`src/rtl/fc_mat_feeder_pkg.sv`:
```
// Shared types and widths for the FC matrix feeder: AXIS width, lane count, FSM states.
// Default AXIS width applies when DDR_AXIS_DATA_WIDTH is not defined by the build.
`ifndef DDR_AXIS_DATA_WIDTH
`define DDR_AXIS_DATA_WIDTH 64
`endif

package fc_mat_feeder_pkg;

  localparam int FC_DATA_W = `DDR_AXIS_DATA_WIDTH;
  localparam int FC_N      = FC_DATA_W / 8;
  localparam int FC_MAT_W  = FC_N * 9;

  typedef enum logic [1:0] {
    FC_FEED_IDLE  = 2'd0,
    FC_FEED_RUN   = 2'd1,
    FC_FEED_DRAIN = 2'd2
  } fc_feed_state_e;

  // uint8 minus uint8 zero point; the 9-bit signed range -255..255 cannot overflow
  function automatic logic [8:0] fc_zp_diff(input logic [7:0] val, input logic [7:0] zp);
    return {1'b0, val} - {1'b0, zp};
  endfunction

endpackage

```
`src/rtl/fc_mat_feeder_if.sv`:
```
// Bus bundle of the FC feeder: weight AXIS in, X buffer read port, PE array drive.
// master = feeder side, slave = surrounding datapath side.
interface fc_mat_feeder_if
  import fc_mat_feeder_pkg::*;
#(
  parameter int CNT_W = 16
) ();

  logic [FC_DATA_W-1:0] w_axis_tdata;
  logic                 w_axis_tvalid;
  logic                 w_axis_tready;

  logic                 xbuf_rd_en;
  logic [CNT_W-1:0]     xbuf_rd_addr;
  logic [7:0]           xbuf_rd_data;

  logic [8:0]           mat_x;
  logic [FC_MAT_W-1:0]  mat_w;
  logic                 mat_begin;
  logic                 mat_end;
  logic                 mat_end_last;

  modport master (
    input  w_axis_tdata, w_axis_tvalid, xbuf_rd_data,
    output w_axis_tready, xbuf_rd_en, xbuf_rd_addr,
    output mat_x, mat_w, mat_begin, mat_end, mat_end_last
  );

  modport slave (
    output w_axis_tdata, w_axis_tvalid, xbuf_rd_data,
    input  w_axis_tready, xbuf_rd_en, xbuf_rd_addr,
    input  mat_x, mat_w, mat_begin, mat_end, mat_end_last
  );

endinterface

```
`src/rtl/fc_zp_sub.sv`:
```
// Registered uint8 minus zero point to 9-bit signed; a bubble slot (en low) yields 0.
module fc_zp_sub
  import fc_mat_feeder_pkg::*;
(
  input  logic       clk,
  input  logic       rstn,
  input  logic       en,
  input  logic [7:0] val,
  input  logic [7:0] zp,
  output logic [8:0] res
);

  always_ff @(posedge clk or negedge rstn) begin
    if (!rstn)   res <= '0;
    else if (en) res <= fc_zp_diff(val, zp);
    else         res <= '0;
  end

endmodule

```
`src/rtl/shift_reg.sv`:
```
// Generic fixed-depth delay line with asynchronous active-low clear.
module shift_reg #(
  parameter int WIDTH = 8,
  parameter int DEPTH = 1
) (
  input  logic             clk,
  input  logic             rstn,
  input  logic [WIDTH-1:0] d,
  output logic [WIDTH-1:0] q
);

  logic [WIDTH-1:0] pipe [DEPTH];

  always_ff @(posedge clk or negedge rstn) begin
    if (!rstn) begin
      for (int i = 0; i < DEPTH; i++) pipe[i] <= '0;
    end else begin
      pipe[0] <= d;
      for (int i = 1; i < DEPTH; i++) pipe[i] <= pipe[i-1];
    end
  end

  assign q = pipe[DEPTH-1];

endmodule

```
`src/rtl/fc_mat_feeder.sv`:
```
// FC PE-array front end: streams weight beats, pairs them with X buffer reads, removes zero points.
// Optional FC_FEEDER_STALL_CNT_EN adds stall_cnt / run_cnt performance counters.
//
// state         | meaning
// FC_FEED_IDLE  | waiting for start; config latched on accept
// FC_FEED_RUN   | tready high, one weight beat per handshake, k/g advance
// FC_FEED_DRAIN | last beat taken; wait for it to leave the pipe, then done
module fc_mat_feeder
  import fc_mat_feeder_pkg::*;
#(
  parameter int XBUF_RD_LAT = 2,
  parameter int CNT_W       = 16
) (
  input  logic             clk,
  input  logic             rstn,
  input  logic             start,
  input  logic [CNT_W-1:0] cfg_n_x,
  input  logic [CNT_W-1:0] cfg_n_grp,
  input  logic [7:0]       cfg_x_zp,
  input  logic [7:0]       cfg_w_zp,
  output logic             done,
  output logic             busy,
`ifdef FC_FEEDER_STALL_CNT_EN
  output logic [31:0]      stall_cnt,
  output logic [31:0]      run_cnt,
`endif
  fc_mat_feeder_if.master  bus
);

  localparam int               SH_W       = FC_DATA_W + 4;
  localparam logic [CNT_W-1:0] ONE        = CNT_W'(1);
  localparam logic [2:0]       DRAIN_LOAD = 3'(XBUF_RD_LAT - 1);

  fc_feed_state_e   state;
  logic [CNT_W-1:0] n_x_q;
  logic [CNT_W-1:0] n_grp_q;
  logic [CNT_W-1:0] k;
  logic [CNT_W-1:0] g;
  logic [7:0]       x_zp_q;
  logic [7:0]       w_zp_q;
  logic             tready_q;
  logic [2:0]       drain_cnt;

  logic             accept;
  logic             k_last;
  logic             g_last;

  assign accept = bus.w_axis_tvalid & tready_q;
  assign k_last = (k == n_x_q - ONE);
  assign g_last = (g == n_grp_q - ONE);

  assign bus.w_axis_tready = tready_q;
  assign bus.xbuf_rd_en    = accept;
  assign bus.xbuf_rd_addr  = k;

  always_ff @(posedge clk or negedge rstn) begin
    if (!rstn) begin
      state     <= FC_FEED_IDLE;
      n_x_q     <= '0;
      n_grp_q   <= '0;
      x_zp_q    <= '0;
      w_zp_q    <= '0;
      k         <= '0;
      g         <= '0;
      tready_q  <= 1'b0;
      drain_cnt <= '0;
      done      <= 1'b0;
      busy      <= 1'b0;
    end else begin
      done <= 1'b0;
      case (state)
        FC_FEED_IDLE: begin
          if (start) begin
            n_x_q   <= cfg_n_x;
            n_grp_q <= cfg_n_grp;
            x_zp_q  <= cfg_x_zp;
            w_zp_q  <= cfg_w_zp;
            k       <= '0;
            g       <= '0;
            if (cfg_n_x == '0 || cfg_n_grp == '0) begin
              done <= 1'b1;
            end else begin
              state    <= FC_FEED_RUN;
              tready_q <= 1'b1;
              busy     <= 1'b1;
            end
          end
        end
        FC_FEED_RUN: begin
          if (accept) begin
            if (k_last) begin
              k <= '0;
              if (g_last) begin
                state     <= FC_FEED_DRAIN;
                tready_q  <= 1'b0;
                drain_cnt <= DRAIN_LOAD;
              end else begin
                g <= g + ONE;
              end
            end else begin
              k <= k + ONE;
            end
          end
        end
        FC_FEED_DRAIN: begin
          // terminal count lands done on the same cycle the last beat reaches mat_*
          if (drain_cnt == '0) begin
            done  <= 1'b1;
            busy  <= 1'b0;
            state <= FC_FEED_IDLE;
          end else begin
            drain_cnt <= drain_cnt - 3'd1;
          end
        end
        default: state <= FC_FEED_IDLE;
      endcase
    end
  end

  logic [SH_W-1:0]      sh_d;
  logic [SH_W-1:0]      sh_q;
  logic                 dly_valid;
  logic                 dly_begin;
  logic                 dly_end;
  logic                 dly_last;
  logic [FC_DATA_W-1:0] dly_tdata;

  // flags are qualified by accept so a bubble slot can never carry a tag
  assign sh_d = {accept,
                 accept & (k == '0),
                 accept & k_last,
                 accept & k_last & g_last,
                 bus.w_axis_tdata};

  shift_reg #(
    .WIDTH (SH_W),
    .DEPTH (XBUF_RD_LAT)
  ) u_align (
    .clk  (clk),
    .rstn (rstn),
    .d    (sh_d),
    .q    (sh_q)
  );

  assign {dly_valid, dly_begin, dly_end, dly_last, dly_tdata} = sh_q;

  logic [8:0]          mat_x_q;
  logic [FC_MAT_W-1:0] mat_w_q;
  logic                begin_q;
  logic                end_q;
  logic                last_q;

  fc_zp_sub u_x_sub (
    .clk  (clk),
    .rstn (rstn),
    .en   (dly_valid),
    .val  (bus.xbuf_rd_data),
    .zp   (x_zp_q),
    .res  (mat_x_q)
  );

  for (genvar i = 0; i < FC_N; i++) begin : g_lane
    fc_zp_sub u_w_sub (
      .clk  (clk),
      .rstn (rstn),
      .en   (dly_valid),
      .val  (dly_tdata[8*i +: 8]),
      .zp   (w_zp_q),
      .res  (mat_w_q[9*i +: 9])
    );
  end

  always_ff @(posedge clk or negedge rstn) begin
    if (!rstn) begin
      begin_q <= 1'b0;
      end_q   <= 1'b0;
      last_q  <= 1'b0;
    end else begin
      begin_q <= dly_begin;
      end_q   <= dly_end;
      last_q  <= dly_last;
    end
  end

  assign bus.mat_x        = mat_x_q;
  assign bus.mat_w        = mat_w_q;
  assign bus.mat_begin    = begin_q;
  assign bus.mat_end      = end_q;
  assign bus.mat_end_last = last_q;

`ifdef FC_FEEDER_STALL_CNT_EN
  always_ff @(posedge clk or negedge rstn) begin
    if (!rstn) begin
      stall_cnt <= '0;
      run_cnt   <= '0;
    end else if (state == FC_FEED_IDLE) begin
      if (start) begin
        stall_cnt <= '0;
        run_cnt   <= '0;
      end
    end else begin
      run_cnt <= run_cnt + 32'd1;
      if (state == FC_FEED_RUN && !bus.w_axis_tvalid) stall_cnt <= stall_cnt + 32'd1;
    end
  end
`endif

endmodule

```
`src/flat_wrapper.sv`:
```
// flat-port wrapper written by rule: the top's interface ports become plain ports
module fc_mat_feeder_flat import fc_mat_feeder_pkg::*;
#(
  parameter int XBUF_RD_LAT = 2,
  parameter int CNT_W       = 16
)
  (clk, rstn, start, cfg_n_x, cfg_n_grp, cfg_x_zp, cfg_w_zp, done, busy, bus_w_axis_tdata, bus_w_axis_tvalid, bus_xbuf_rd_data, bus_w_axis_tready, bus_xbuf_rd_en, bus_xbuf_rd_addr, bus_mat_x, bus_mat_w, bus_mat_begin, bus_mat_end, bus_mat_end_last);
  fc_mat_feeder_if #(.CNT_W(CNT_W)) bus_i ();
  input  logic clk;
  input  logic rstn;
  input  logic start;
  input  logic [CNT_W-1:0] cfg_n_x;
  input  logic [CNT_W-1:0] cfg_n_grp;
  input  logic [7:0] cfg_x_zp;
  input  logic [7:0] cfg_w_zp;
  output logic done;
  output logic busy;
  input wire logic [$bits(bus_i.w_axis_tdata)-1:0] bus_w_axis_tdata;
  input wire logic [$bits(bus_i.w_axis_tvalid)-1:0] bus_w_axis_tvalid;
  input wire logic [$bits(bus_i.xbuf_rd_data)-1:0] bus_xbuf_rd_data;
  output wire logic [$bits(bus_i.w_axis_tready)-1:0] bus_w_axis_tready;
  output wire logic [$bits(bus_i.xbuf_rd_en)-1:0] bus_xbuf_rd_en;
  output wire logic [$bits(bus_i.xbuf_rd_addr)-1:0] bus_xbuf_rd_addr;
  output wire logic [$bits(bus_i.mat_x)-1:0] bus_mat_x;
  output wire logic [$bits(bus_i.mat_w)-1:0] bus_mat_w;
  output wire logic [$bits(bus_i.mat_begin)-1:0] bus_mat_begin;
  output wire logic [$bits(bus_i.mat_end)-1:0] bus_mat_end;
  output wire logic [$bits(bus_i.mat_end_last)-1:0] bus_mat_end_last;
  assign bus_i.w_axis_tdata = bus_w_axis_tdata;
  assign bus_i.w_axis_tvalid = bus_w_axis_tvalid;
  assign bus_i.xbuf_rd_data = bus_xbuf_rd_data;
  assign bus_w_axis_tready = bus_i.w_axis_tready;
  assign bus_xbuf_rd_en = bus_i.xbuf_rd_en;
  assign bus_xbuf_rd_addr = bus_i.xbuf_rd_addr;
  assign bus_mat_x = bus_i.mat_x;
  assign bus_mat_w = bus_i.mat_w;
  assign bus_mat_begin = bus_i.mat_begin;
  assign bus_mat_end = bus_i.mat_end;
  assign bus_mat_end_last = bus_i.mat_end_last;
  fc_mat_feeder #(.XBUF_RD_LAT(XBUF_RD_LAT), .CNT_W(CNT_W)) u_core (.clk(clk), .rstn(rstn), .start(start), .cfg_n_x(cfg_n_x), .cfg_n_grp(cfg_n_grp), .cfg_x_zp(cfg_x_zp), .cfg_w_zp(cfg_w_zp), .done(done), .busy(busy), .bus(bus_i));
endmodule
```
`config.mk`:
```
export PLATFORM = sky130hd
export DESIGN_NAME = fc_mat_feeder_flat
export DESIGN_NICKNAME = d
export VERILOG_FILES = /design/src/rtl/fc_mat_feeder_pkg.sv /design/src/rtl/fc_mat_feeder_if.sv /design/src/rtl/fc_zp_sub.sv /design/src/rtl/shift_reg.sv /design/src/rtl/fc_mat_feeder.sv /design/src/flat_wrapper.sv
export SDC_FILE = /design/constraint.sdc
export NUM_CORES = 1
export LEC_CHECK = 0
export BUFFER_PORTS_ARGS = -buffer_cell sky130_fd_sc_hd__buf_4
export CELL_PAD_IN_SITES_DETAIL_PLACEMENT = 0
export CELL_PAD_IN_SITES_GLOBAL_PLACEMENT = 1
export CORE_MARGIN = 4
export CORE_UTILIZATION = 41
export CTS_CLUSTER_DIAMETER = 30
export DETAILED_ROUTE_END_ITERATION = 10
export PLACE_DENSITY_LB_ADDON = 0.1
export SYNTH_ARGS = -nofsm -noshare
export SYNTH_HDL_FRONTEND = slang
export SYNTH_HIERARCHICAL = 1
export SYNTH_SLANG_ARGS = --single-unit
```
`constraint.sdc`:
```
create_clock -name clk -period 2.9 [get_ports clk]
set_clock_uncertainty 0.15 [all_clocks]
set_input_delay 0.58 -clock clk [delete_from_list [all_inputs] [get_ports clk]]
set_output_delay 0.58 -clock clk [all_outputs]
set_load 0.01 [all_outputs]
```
## Word-level counts from Yosys, hierarchy flattened

Index checks and enable logic that the tools add are counted.
Widths: inputs -> output; s select.

- Flip-flop bits (word level): 308
- Output and inout port bits: 104
- Logic and storage cells: 112

- $add $sub $neg: 14
- Equal/unequal tests: 12
- Multiplexer cells: 41
- Bitwise logic cells: 4
- Reduce and logical (&&, ||, !) cells: 16

Operator list:

| kind | number |
|---|---|
| $mux 16 | 6 |
| $mux 9 | 9 |
| $sub 8x8->9 | 9 |
| $pmux 16 s2 | 2 |
| $logic_not 16->1 | 3 |
| $add 16x1->16 const B | 2 |
| $eq 16x16->1 | 2 |
| $sub 16x1->16 const B | 2 |
| $mux 2 | 6 |
| $mux 3 | 4 |
| $reduce_and 6->1 | 2 |
| $reduce_and 5->1 | 2 |
| $mux 1 | 9 |
| $ne 2x1->1 const B | 4 |
| $ne 2x2->1 const B | 4 |
| $pmux 1 s2 | 3 |
| $pmux 2 s3 | 1 |
| $pmux 3 s2 | 1 |
| $reduce_bool 2->1 | 3 |
| $and 1x1->1 | 4 |
| $reduce_and 4->1 | 1 |
| $logic_not 3->1 | 1 |
| $reduce_and 3->1 | 1 |
| $sub 3x1->3 const B | 1 |
| 5 further kinds | 5 |

## Longest topological paths before layout

Gate-level depths: netlist of run 1.

- Depth after elaboration: 6
- Mapped depth: 11
- Gate-level depth less buffers: 10

## Modules after synthesis

Netlist of run 1, hierarchy kept.

Modules (own cells, without submodules):

| module | times used | cells each | area each (sq um) |
|---|---|---|---|
| fc_mat_feeder | 1 | 624 | 5,358.9 |
| shift_reg | 1 | 204 | 3,913.8 |
| fc_zp_sub (u_core.g_lane[0].u_w_sub ...) | 4 | 70 | 663.1 |
| fc_zp_sub (u_core.g_lane[4].u_w_sub ...) | 4 | 69 | 649.4 |
| fc_zp_sub (u_core.u_x_sub) | 1 | 70 | 660.6 |

## Worst setup path before layout of run 1

No wires, ideal clock.

- Path type: reg2reg
- Start: register u_core.n_x_q[0]
- End: register u_core.g[5]
- Library setup time: 0.122 ns
- Data arrival time: 2.860 ns
- Required time: 2.628 ns
- Path slack: -0.233 ns
- Stages on the path, launching flop included: 11
- Buffers on the path: 0
- Period minus slack after synthesis: 3.133 ns
- Cells stage by stage: dfrtp_1 > inv_1 > ha_1 > or4b_2 > nor4_2 > mux2i_1 > a31o_1 > o2111a_1 > nand2_1 > or4_1 > mux2i_1

- Word-level cells in the longest chain between the ends: 4

RTL lines:

| what | line | text |
|---|---|---|
| start: declaration | fc_mat_feeder.sv:35 | `logic [CNT_W-1:0] n_x_q;` |
| start signal: assignment | fc_mat_feeder.sv:74 | `n_x_q <= cfg_n_x;` |
| $sub 16x1->16 | fc_mat_feeder.sv:49 | `assign k_last = (k == n_x_q - ONE);` |
| $eq 16x16->1 | fc_mat_feeder.sv:49 |  |
| $ne 2x1->1 (no source line) | -- |  |
| $reduce_and 5->1 (no source line) | -- |  |
| end signal: assignment | fc_mat_feeder.sv:98 | `g <= g + ONE;` |
| end: declaration | fc_mat_feeder.sv:38 | `logic [CNT_W-1:0] g;` |

No other way between the ends.
A chain may end at the register's enable or synchronous reset.

## Worst setup path in the final report of run 1

- Start: register u_core.n_x_q[9]
- End: register u_core.g[6]

Same word-level chain as after synthesis.

==> results of run 1 <==
-- critical path: cells and delay by family (launching register included) --
kind,cells,cell delay (ns)
AO/OA/AOI/OAI,3,0.57
flip-flops,1,0.38
buffers and inverters,2,0.32
AND/OR/NAND/NOR,3,1.06
multiplexers,2,0.45
-- repair_timing --
item	in CTS	in global routing
hold buffers	65	0
resized for setup	31	47
endpoints found under the hold margin	118	0
setup buffers	7	6
endpoints found under the setup margin	20	39
gates cloned	1	0
pin swaps	12	15
-- how the worst min path moves through the flow --
stage,start,to,slack [ns],cells after the start
final,cfg_w_zp[2],u_core/w_zp_q[2],0.04,3
after global routing,cfg_w_zp[1],u_core/w_zp_q[1],0.02,3
after detailed placement,u_core/u_align/pipe[81],u_core/u_align/q[13],0.18,0
after global placement,u_core/u_align/pipe[90],u_core/u_align/q[22],0.18,0
after CTS,cfg_w_zp[2],u_core/w_zp_q[2],0.008,3
after floorplan,rstn,u_core/bus.mat_begin,0.13,0
-- layout make-up --
class / instances / share of cell area, %
flip-flops and latches: 308 / 35.7
clock inverters: 48 / 3.50
repair buffers: 400 / 15.2
inverters: 120 / 2.09
clock buffers: 92 / 9.70
diodes: 1 / 0.0116
well taps: 468 / 2.71
multi-input cells: 922 / 31.1
-- power groups by stage --
| stage | sequential (mW) | combinational (mW) | clock, mW |
|---|---|---|---|
| floorplan | 5.76 | 3.16 | 0 |
| global placement | 5.67 | 5.45 | 0 |
| detailed placement | 5.69 | 5.52 | 0 |
| CTS | 5.64 | 5.72 | 9.46 |
| global route | 5.73 | 6.51 | 9.70 |
| finish | 5.63 | 5.86 | 9.29 |
-- cells by family after synthesis --
logic type,after synthesis,synth area share [%]
flip-flops,308,50.8
XOR/XNOR,73,4.21
buffers and inverters,225,7.57
adder cells (fa/ha/maj),97,8.44
multiplexers,37,2.47
AO/OA/AOI/OAI,175,8.45
AND/OR/NAND/NOR,539,18.1
-- registers in the layout (all words and copies together) (netlist names), 8 cells and up --
name and flops:
u_core/w_zp_q 8, u_core/g 16, u_core/n_grp_q 16, u_core/u_x_sub/res 9, u_core/g_lane.u_w_sub/res 72, u_core/u_align/pipe 68, u_core/n_x_q 16, u_core/u_align/q 68
u_core/bus.xbuf_rd_addr 16, u_core/x_zp_q 8
-- cell usage in the layout, fill, tap and decap left out, types with 19 or more instances in the layout --
master and n:
buf_4 316, dfrtp_1 307, nand2_1 236, inv_1 117, ha_1 86, clkbuf_16 78, dlygate4sd3_1 65, nor2_1 60
xor2_1 41, mux2i_1 33, and2_1 33, xnor2_1 30, a21o_1 28, nand3_1 27, nor2b_1 22, o21ai_0 21
a21oi_1 21, nor4_1 19, nand3b_1 19
-- through the flow --
stage          TNS (ns)  total power, mW  worst slack [ns]  hold WS [ns]
2_1_floorplan   -0.0410             8.93           -0.0410         0.134
3_3_place_gp      -2.16             11.1            -0.252         0.182
3_5_place_dp      -2.62             11.2            -0.265         0.185
4_1_cts          -0.248             20.8           -0.0680       0.00793
5_1_grt           -3.39             21.9            -0.198        0.0197
6_report         -0.388             20.8           -0.0838        0.0398
-- routing by layer --
layer | global-route usage (%) | vias to the layer above | part of all wire [%]
met5 | 0 | - | 0
li1 | - | 5643 | -
met2 | 33.2 | 273 | 49
met3 | 4.54 | 61 | 4.4
met4 | 5.97 | 0 | 2.2
met1 | 25.2 | 5499 | 44
==> results.toml, run 1 <==
[outcome]
outcome = "finished, violations left"
violations = "negative setup slack"

[critical_path]
endpoint_kind = "flip-flop"
cp-start-kind = "flip-flop"
worstPathRequired_ns = 3.26
cp_slowest_stage_delay_ns = 0.55
crit_slowest_cell = "or4_4"
ff2ff_setup_slack_ns = -0.08
cp.arrival_ns = 3.34
crit_path_end = "u_core/g[6]"
path_class = "flip-flop to flip-flop"
cp_cell_sequence = "or4_4, buf_6, nor4_4, mux2i_1, a31o_1, o2111a_2, a21oi_4, buf_12, nor4b_4, mux2i_1"
timing.rr.start = "u_core/n_x_q[9]"
path_max_fanout = 6
r2r-end = "u_core/g[6]"
crit_path_frequent_cell = "mux2i_1"
r2r_cells = 10
crit_start = "u_core/n_x_q[9]"

[clock_tree]
cts_tree = "built"
clock-sinks = 308
insertion_delay_ns = 0.58
cts_made_buffers = 76
ctsLongestPathBuffers = 3
clk_root_buffer_cell = "clkbuf_16"
clkTransAtPathRegs_ns = 0.05
cts_max_level = 3

[sta]
period_share_pct = 103
final-hold-violation-count = 0
min_period_ns = 2.98
setup_viol = 12
rsz0062_at_grt = "yes"
max_slew.worst_pin.slew_ns = 0.635
fmax_mhz = 335
worst_slack_ns = -0.0838
drv_slew = 0
slew_headroom_pct = 57.6

[routing]
wirelength_um = 39900
drt_pass1_iterations = 5
vias = 11500
antenna_left = 0
detail_route.wl_per_cell_um = 16.9
drt_iter0_drc = 617
via_per_inst = 4.86
drc_errors = 0

[synth]
ys_seq_elements = 308
syn_inst = 1454
yosysMostFrequentCell = "dfrtp_1"
ys_seq_area_share_pct = 50.8
synth.area.top_cells = "dfrtp_1 51%, ha_1 7.3%, nand2_1 5.9%, buf_4 3.5%, inv_1 2.9%"
synth-edff-count = 0
ys.flop_type = "dfrtp_1"
synth_fp_nets = 1675
synth_cell_type_count = 72
yosys.area.top_type = "dfrtp_1"
synth_area_um2 = 15200
synth_top_area_share_pct = 50.8
async_flop_share_pct = 100
ys_top_cells_by_count = "308 x dfrtp_1, 239 x nand2_1, 119 x inv_1, 88 x ha_1, 70 x buf_4"
yosysWarnings = 6
syn_avg_cell_area_um2 = 10.4

[place]
dpl_cell_area_um2 = 17600
hpwl_um = 28000
portBuffers = 227
gp_congestion = 0.839
dp_cells = 2140

[power]
leakage_nw = 10.5
p_switching_mw = 6.28
p_per_area_nw_per_um2 = 962
seqPwrFrac_pct = 27.1
power.share.switching_pct = 30.2
pwr-share-comb_pct = 28.2
clkPwrFrac_pct = 44.7
p_int_mw = 14.5
ir_worst_vdd_mv = 0.620

[min_path]
hp-class = "input pin to flip-flop"

[die]
die_x_um = 200
dieHeight_um = 200
num_io_pins = 228
coreArea_um2 = 36600
dieArea_um2 = 40200
start_util_pct = 41.5
row_count = 70

[cells_and_area]
num-fill-cells = 3133
num-nets-final = 2049
area_growth_pct = 42.3
stdcell_count = 2359
drive_gt1_share_pct = 29.7
final_util_pct = 59.0
multi_input_area_um2 = 6710
seq_area_um2 = 7710
design_area_um2 = 21600

[global_route]
grt_pass1_vias = 12000
gr-usage-all-layers_pct = 19.6
antenna_found_initial = 2
grt_overflow = 0
grt_max_degree = 92
grt_pass1_wl_um = 63500

[flow_run]
max_cap_violations = 0
Power figures use the tool's default switching activity.
==> inputs of run 2 (changes only) <==
Settings changed: SYNTH_HIERARCHICAL 1 to not set.
==> run 2 against run 1 <==
  * The run still ends with negative setup slack left
  * Clock-buffer cell count up 13
  * Core utilization rose by 2.6 points
  * Die area is 9.1% lower
  * Design area fell by 6.6%
  * First-iteration DRC count is 63% lower
  * Largest power group unchanged
==> results.toml, run 2 <==
[outcome]
outcome = "finished, violations left"
violations = "negative setup slack"

[cells_and_area]
layout_common_cells = "304 x dfrtp_1, 283 x buf_4, 83 x clkbuf_16, 81 x ha_1, 65 x dlygate4sd3_1"
drive_gt1_share_pct = 33.2
area_growth_pct = 46.8
final_common_cell = "dfrtp_1"
num-fill-cells = 2643
final_util_pct = 61.6
largest-register = "u_core.g_lane.u_w_sub.res"
num-nets-final = 1764
largest_register_ff_count = 72

[global_route]
antenna_found_initial = 3
grt_pass1_vias = 10500
grt_overflow = 0
grt_max_degree = 82
gr-usage-all-layers_pct = 18.9
grt_pass1_wl_um = 53900

[sta]
min_period_ns = 3.06
final-hold-violation-count = 0
drv_slew = 0
period_share_pct = 105
rsz0062_at_grt = "yes"
slew_headroom_pct = 50.0
worst_slack_ns = -0.157
setup_viol = 13
holdWs_ns = 0.101
fmax_mhz = 327
max_slew.worst_pin.slew_ns = 0.750

[critical_path]
crit_slowest_cell = "or4_4"
path_max_fanout = 6
cp.arrival_ns = 3.40
crit_path_frequent_cell = "or4_4"
endpoint_kind = "flip-flop"
r2r_cells = 9
worstPathRequired_ns = 3.24
cp_cell_sequence = "or4_4, nor3b_4, a211oi_1, a211oi_2, nand4_2, a211oi_4, o21ai_4, or4_4, a21oi_2"
r2r-end = "u_core.g[14]"
crit_start = "u_core.n_x_q[1]"
timing.rr.start = "u_core.n_x_q[1]"
cp-start-kind = "flip-flop"
cp_slowest_stage_delay_ns = 0.57
path_class = "flip-flop to flip-flop"
ff2ff_setup_slack_ns = -0.16

[clock_tree]
clkTransAtPathRegs_ns = 0.04
cts_max_level = 3
clk_root_buffer_cell = "clkbuf_16"
cts_made_buffers = 79
clock-sinks = 308
ctsLongestPathBuffers = 3
insertion_delay_ns = 0.56
cts_tree = "built"

[synth]
ys_seq_elements = 308
yosysWarnings = 0
synth_top_area_share_pct = 56.0
synth_cell_type_count = 65
ys_top_cells_by_count = "308 x dfrtp_1, 82 x ha_1, 62 x inv_1, 60 x nand2_1, 60 x xor2_1"
synth-edff-count = 0
synth_area_um2 = 13800
syn_avg_cell_area_um2 = 12.1
syn_inst = 1137
yosys.area.top_type = "dfrtp_1"
ys_seq_area_share_pct = 56.0
synth.area.top_cells = "dfrtp_1 56%, ha_1 7.5%, mux2_2 4.1%, xor2_1 3.8%, and2_1 2.2%"
synth_fp_nets = 1352
ys.flop_type = "dfrtp_1"
async_flop_share_pct = 100
yosysMostFrequentCell = "dfrtp_1"

[die]
dieHeight_um = 191
coreArea_um2 = 32800
die_x_um = 191
dieArea_um2 = 36500
num_io_pins = 228
start_util_pct = 41.9
row_count = 66

[routing]
antenna_left = 0
drt_iter0_drc = 231
vias = 9933
drc_errors = 0
via_per_inst = 4.83
drt_pass1_iterations = 4
wirelength_um = 34200
detail_route.wl_per_cell_um = 16.6

[flow_run]
max_cap_violations = 0

[place]
portBuffers = 227
hpwl_um = 23700
gp_congestion = 0.840

[power]
ir_worst_vdd_mv = 0.661
p_per_area_nw_per_um2 = 1090
leakage_nw = 9.62
power.total_mw = 21.9

[min_path]
whs_endpoint = "u_core.x_zp_q[3]"
min_from = "cfg_x_zp[3]"
hp-class = "input pin to flip-flop"
min_path_cells = 2
==> run 2: changes by cell type after synthesis, sizes merged, moves of 16 or more <==
cell,previous run,this run
o21ai,26,50
nor2b,22,39
nand3b,19,3
inv,119,62
mux2i,33,3
nor3,26,5
xor2,41,60
nand2,239,61
nor2,63,40
buf,81,8
mux2,4,50
a31oi,23,2
==> run 2: metrics by stage <==
stage          setup TNS [ns]  worst slack, ns  std cells  instance area (um2)
6_report                -1.18           -0.157       2057                20200
5_1_grt                 -3.94           -0.306       2057                20200
4_1_cts                -0.889           -0.159       2046                20000
3_5_place_dp            -4.52           -0.281       1835                16400
3_3_place_gp            -1.59           -0.150       1835                16400
2_1_floorplan               0          0.00108       1137                13800
==> run 2: how the worst max path moves through the flow <==
stage / end
final: u_core.g[14]
after global routing: u_core.g[14]
after floorplan: u_core.g[14]
after CTS: u_core.g[14]
after detailed placement: u_core.g[14]
after global placement: u_core.g[12]
==> run 2: kinds of logic (layout without fill, tap and decap cells) <==
kind of cell               count (synthesis)  count (layout)  synth area share [%]
buffers and inverters                     95             572                  2.67
xor gates and xnor gates                  95              95                  6.05
DFF                                      308             308                  56.0
AOI/OAI and AO/OA                        158             158                  7.28
adders and majority gates                 91              91                  8.77
and+or+nand+nor                          337             337                  14.9
muxes                                     53              53                  4.31
other                                      0               1                     0
==> run 2: critical path, delay by kind of cell, from the launching register on <==
kind | cells | cell delay, ns
compound gates | 5 | 0.94
flops | 1 | 0.41
simple gates | 4 | 1.49
==> run 2: timing repair <==
item / CTS / global route
gates cloned: 0 / 0
gates resized for setup: 7 / 44
buffers inserted: 0 / 10
hold buffers: 65 / 0
hold endpoints to repair: 118 / 0
pin swaps: 13 / 26
setup endpoints to repair: 35 / 42
==> run 2: layer usage <==
| metal | vias to the layer above | GRT usage [%] | part of all wire (%) | wire (um) |
|---|---|---|---|---|
| li1 | 4771 | - | - | - |
| met5 | - | 0 | 0.076 | 26 |
| met4 | 4 | 7.38 | 3.0 | 1020 |
| met3 | 78 | 4.73 | 5.2 | 1790 |
| met1 | 4844 | 22.9 | 41 | 14100 |
| met2 | 236 | 32.5 | 51 | 17300 |
==> run 2: final cells by class <==
class / count / area [um2] / share of cell area [%]
clock inverter: 41 / 539 / 2.67
antenna: 1 / 2.50 / 0.0124
sequential: 308 / 7710 / 38.2
timing repair buffer: 364 / 3020 / 15.0
inverter: 62 / 233 / 1.15
multi-input combinational: 734 / 5840 / 28.9
clock buffer: 105 / 2290 / 11.3
tap: 442 / 553 / 2.74
==> run 2: where the power goes <==
group          switching [mW]  leakage (nW)  internal, mW
logic                    3.44          4.48          3.49
registers               0.619          3.77          5.27
clock network            2.62          1.37          6.49
total                    6.67          9.62          15.3
